<file path="src/rtl/alu_arbiter3.sv">
// Round-robin arbiter sharing one combinational ALU among three requesters.
// Optional build macro ALU_ARB_FIXED_PRIO_EN selects fixed priority (0 highest) instead of round-robin.
module alu_arbiter3 #(
  parameter int W   = 8,
  parameter int LAT = 1
) (
  input  logic             clk,
  input  logic             rst,
  input  logic [2:0]       req,
  input  logic [8:0]       req_op,
  input  logic [3*W-1:0]   req_a,
  input  logic [3*W-1:0]   req_b,
  output logic [2:0]       alu_op,
  output logic [W-1:0]     alu_a,
  output logic [W-1:0]     alu_b,
  input  logic [W-1:0]     alu_y,
  input  logic             alu_cout,
  output logic [2:0]       grant,
  output logic [2:0]       ack,
  output logic [W-1:0]     rsp_y,
  output logic             rsp_cout,
  output logic             busy
);

  typedef enum logic [1:0] {IDLE, EXEC, RESP} state_t;

  state_t         state;
  logic [3:0]     cnt;
  logic [1:0]     win;
  logic [2:0]     sel_op;
  logic [W-1:0]   sel_a;
  logic [W-1:0]   sel_b;
`ifndef ALU_ARB_FIXED_PRIO_EN
  logic [1:0]     last;
`endif

  // Winner among pending requests; only meaningful when req != 0.
  always_comb begin
    win = 2'd0;
`ifdef ALU_ARB_FIXED_PRIO_EN
    if (req[0])      win = 2'd0;
    else if (req[1]) win = 2'd1;
    else             win = 2'd2;
`else
    case (last)
      2'd0:    win = req[1] ? 2'd1 : (req[2] ? 2'd2 : 2'd0);
      2'd1:    win = req[2] ? 2'd2 : (req[0] ? 2'd0 : 2'd1);
      default: win = req[0] ? 2'd0 : (req[1] ? 2'd1 : 2'd2);
    endcase
`endif
  end

  always_comb begin
    sel_op = req_op[2:0];
    sel_a  = req_a[W-1:0];
    sel_b  = req_b[W-1:0];
    case (win)
      2'd0: begin
        sel_op = req_op[2:0];
        sel_a  = req_a[W-1:0];
        sel_b  = req_b[W-1:0];
      end
      2'd1: begin
        sel_op = req_op[5:3];
        sel_a  = req_a[2*W-1:W];
        sel_b  = req_b[2*W-1:W];
      end
      default: begin
        sel_op = req_op[8:6];
        sel_a  = req_a[3*W-1:2*W];
        sel_b  = req_b[3*W-1:2*W];
      end
    endcase
  end

  always_ff @(posedge clk or posedge rst) begin
    if (rst) begin
      state    <= IDLE;
      cnt      <= 4'd0;
      alu_op   <= 3'd0;
      alu_a    <= '0;
      alu_b    <= '0;
      grant    <= 3'd0;
      ack      <= 3'd0;
      rsp_y    <= '0;
      rsp_cout <= 1'b0;
      busy     <= 1'b0;
`ifndef ALU_ARB_FIXED_PRIO_EN
      last     <= 2'd2;
`endif
    end else begin
      case (state)
        IDLE: begin
          ack <= 3'd0;
          if (|req) begin
            alu_op <= sel_op;
            alu_a  <= sel_a;
            alu_b  <= sel_b;
            grant  <= 3'b001 << win;
            cnt    <= 4'(LAT - 1);
            busy   <= 1'b1;
            state  <= EXEC;
          end
        end
        // Operands held stable while the ALU settles; result sampled on the last EXEC cycle.
        EXEC: begin
          if (cnt != 4'd0) begin
            cnt <= cnt - 4'd1;
          end else begin
            rsp_y    <= alu_y;
            rsp_cout <= alu_cout;
            ack      <= grant;
`ifndef ALU_ARB_FIXED_PRIO_EN
            last     <= grant[1] ? 2'd1 : (grant[2] ? 2'd2 : 2'd0);
`endif
            state    <= RESP;
          end
        end
        RESP: begin
          ack   <= 3'd0;
          grant <= 3'd0;
          busy  <= 1'b0;
          state <= IDLE;
        end
        default: state <= IDLE;
      endcase
    end
  end

endmodule

</file>
<file path="config.mk">
export PLATFORM = sky130hd
export DESIGN_NAME = alu_arbiter3
export DESIGN_NICKNAME = d
export VERILOG_FILES = /design/src/rtl/alu_arbiter3.sv
export SDC_FILE = /design/constraint.sdc
export NUM_CORES = 1
export LEC_CHECK = 0
export ABC_AREA = 0
export BUFFER_PORTS_ARGS = -buffer_cell sky130_fd_sc_hd__buf_2
export CAP_MARGIN = 20
export CORE_MARGIN = 4
export CORE_UTILIZATION = 39
export CTS_CLUSTER_DIAMETER = 60
export DETAILED_ROUTE_END_ITERATION = 8
export GPL_TIMING_DRIVEN = 0
export PLACE_DENSITY_LB_ADDON = 0.12
export SYNTH_ARGS = -nofsm -noshare
export SYNTH_HDL_FRONTEND = slang
export SYNTH_SLANG_ARGS = --single-unit
export TNS_END_PERCENT = 10
</file>
<file path="constraint.sdc">
create_clock -name clk -period 2.25 [get_ports clk]
set_input_delay 0.3375 -clock clk [delete_from_list [all_inputs] [get_ports clk]]
set_output_delay 0.3375 -clock clk [all_outputs]
set_load 0.03 [all_outputs]
</file>
==> impl.org <==
** Floorplanning
- Ports :: 106
- Core area :: 5200 um^2
- The die is 81.9 um tall.
- The floorplan has 26 rows.
- Die outline area :: 6710 um^2
- Die Wd :: 81.9 um
- Initial standard-cell utilization of the core :: 41.0%

** Drt
- Vias/cell :: 4.91
- In this run, the number of DRC markers left after iteration 0 of detailed routing was 73.
- WL per Instance :: 13.6 um
- After detailed routing, the number of remaining DRC violations is 0.
- Post-Route WL :: 5780 um
- Antenna-violating nets left :: 0
- The pre-antenna-repair detailed-routing pass consisted of 4 iterations.
- Across all layers, the routed design uses 2087 vias.

** Timing
- After layout, the minimum clock period comes to 1780 ps.
- Final Setup Violations :: 0
- The count of final hold-check violations was 0.
- Rel. slew slack :: 55.7%
- The final number of max-transition violations was 0.
- Highest clock frequency the design can meet :: 563 MHz
- Summed over all failing endpoints, the final setup total negative slack is 0 ps.
- Ratio of final minimum period to clock period :: 79.0%
- Fin Clk Skew :: 7.98 ps
- Setup repair after global routing left no endpoint under its margin.
- At the pin with the least slew margin, the transition time is 657 ps.

** Worst setup path
- Critical path fanouts, max :: 10
- In this run the critical register-to-register path is launched from cnt[0].
- The worst setup path is launched from a flip-flop.
- The worst register-to-register path has a depth of 8.
- Data arrival time of the critical path :: 1960 ps
- R2R setup slack :: 470 ps
- The worst setup path is of the reg -> reg kind.
- The worst setup path is captured at a flip-flop.
- The endpoint identified for the worst register-to-register timing path is last[0].
- At the worst endpoint, the required time is 2430 ps.

** Hold path
- Worst Hold Class :: in -> async

** Logic synthesis
- Synth Register Bits :: 43
- In this run the mean area of a mapped cell was 8.85 um^2.
- After technology mapping, the gate count stands at 241.
- The Yosys step of the flow raised 0 warnings.
- Share of synthesized registers carrying an async set or reset :: 100%
- Number of flops mapped to enable cells by yosys :: 0
- Synth Flop Type :: dfrtp_1
- Counting distinct cell types in the post-synthesis netlist gives 34.
- The share of the Yosys chip area taken by registers is 50.5%.
- Mapped cell area :: 2130 um^2
- Counting every net in the synthesized netlist gives 314.

** Layout
- Nets :: 427
- In the final layout, the share of cells above drive strength 1 is 40.3%.
- Area occupied by multi-input gates :: 930 um^2
- Fill cell instance count of the final layout :: 496
- Relative to the synthesized area, the layout overhead comes to 34.0%.
- Across the whole layout, storage elements account for 1080 um^2.
- The library cell used most frequently in the layout, excluding fill and tap cells, is buf_2.
- The finished layout holds 425 standard cells, fillers aside.
- The library cells used most frequently in the layout, excluding fill and tap cells, are buf_2 (112), nand2_1 (55), dfrtp_1 (42).
- N_diodes :: 0

** Global route
- Entering global routing, the biggest net connects 27 pins.
- The first global-routing pass estimated 9250 um of wire.
- Total overflow reported by the global router :: 0
- Vias in the first global route :: 1991
- The number of antenna violations at the first check in global routing came to 0.
- For this run, the total global-route usage over all layers was measured as 17.9%.

** Clock network
- The tree is rooted in a clkbuf_8.
- The number of hold buffers added after CTS was 0.
- The number of setup buffers added after CTS is 0.
- Worst-skew pair later-pin latency :: 290 ps
- No sink is reached through more buffers than the 2 on the longest clock path.
- Resized Gates After CTS :: 0
- CTS built an H-tree with a depth of 2.
- The tree built by TritonCTS fans out to 43 sinks.
- Clock transition time at the flip-flop clock pins of the worst setup and hold paths :: 90 ps
- TritonCTS created 5 clock buffers.
- TritonCTS clock tree :: yes

** Job
- Across the run, the number of max-cap violations was 0.

** Place
- The number of placed instances, taps included, is 417.
- Post-DP HPWL :: 4370 um
- Gpl congestion :: 0.775
- IO buf count :: 105

** Run status
- Result of the run :: finished, final reports clean

** Pwr
- Cell Pwr Density :: 1460 nW/um^2
- Static Leakage :: 1.44 nW
- IR analysis of the VDD net gives a maximum drop of 0.000636 V.
-- flip-flops by register name (all words and copies together), names as in the netlist --
name,count
alu_b,8
ack,3
alu_a,8
rsp_y,8
busy,1
alu_op,3
last,2
cnt,4
rsp_cout,1
state,2
grant,3
-- layer usage --
layer | vias to the layer above | wire length (um) | GRT usage [%]
li1 | 1044 | - | -
met1 | 963 | 2520 | 24.1
met2 | 76 | 2720 | 28.1
met3 | 4 | 480 | 4.93
met4 | 0 | 52 | 5.48
met5 | - | 0 | 0
-- metrics by stage --
step | utilization, % | setup slack (ps) | hold slack [ps] | power (W) | area [um^2]
3_3_place_gp | 52.7 | 270 | 457 | 0.00367 | 2750
4_1_cts | 54.9 | 459 | 29.5 | 0.00422 | 2860
2_1_floorplan | - | 603 | 443 | 0.00304 | 2130
5_1_grt | 54.9 | 350 | 40.4 | 0.00452 | 2860
6_report | 54.9 | 473 | 24.6 | 0.00417 | 2860
3_5_place_dp | 53.1 | 482 | 358 | 0.00371 | 2770
-- critical path, stage by stage (launching register included) --
cell	delay, ps
dfrtp_1	410
inv_1	90
ha_1	130
or3b_4	380
nand2b_1	150
buf_2	170
buf_2	190
nand2_1	90
nand2_1	50
-- kinds of logic (layout without fill, tap and decap cells) --
| kind of cell | Yosys count | in the layout | share of synthesized area, % |
|---|---|---|---|
| adders and majority gates | 2 | 2 | 1.17 |
| DFF | 43 | 43 | 50.5 |
| xor gates and xnor gates | 2 | 2 | 0.822 |
| muxes | 2 | 2 | 1.06 |
| AOI/OAI and AO/OA | 68 | 68 | 20.0 |
| buffers and inverters | 24 | 138 | 5.87 |
| and+or+nand+nor | 100 | 100 | 20.6 |
-- cell type report --
cell class                      count  area share (%)
Buffer                             16            3.33
Tap cell                           70            3.06
Clock buffer                        5            2.41
Inverter                            8            1.05
Sequential cell                    43            37.7
Timing Repair Buffer              106            19.1
Clock inverter                      3           0.832
Multi-Input combinational cell    174            32.5
-- how the worst max path moves through the flow --
stage	startpoint	endpoint	slack [ps]
2_1_floorplan	cnt[0]	cnt[0]	600
3_3_place_gp	rst	alu_b[6]	270
3_5_place_dp	cnt[0]	rsp_y[7]	480
4_1_cts	cnt[0]	last[0]	460
5_1_grt	cnt[0]	last[0]	350
6_report	cnt[0]	last[0]	470
-- where the power goes --
group / total [W] / internal [W] / switching, W
clock: 0.000498 / 0.000222 / 0.000276
sequential: 0.00135 / 0.00114 / 0.000207
combinational: 0.00232 / 0.000802 / 0.00152
total: 0.00417 / 0.00216 / 0.00200
-- cell usage after synthesis (3+ instances only) --
| master | n | area [um^2] |
|---|---|---|
| buf_6 | 3 | 33.8 |
| inv_1 | 7 | 26.3 |
| nand3_1 | 5 | 25.0 |
| nor2_1 | 26 | 97.6 |
| o21ai_0 | 21 | 105 |
| nor2b_1 | 3 | 18.8 |
| buf_2 | 7 | 35.0 |
| a31oi_1 | 19 | 119 |
| a21oi_1 | 11 | 55.1 |
| dfrtp_1 | 42 | 1050 |
| a21oi_2 | 10 | 87.6 |
| nand2_1 | 55 | 206 |
| clkbuf_1 | 5 | 18.8 |
| nand2b_1 | 3 | 18.8 |
No activity file was read; power rests on OpenSTA's default activity.
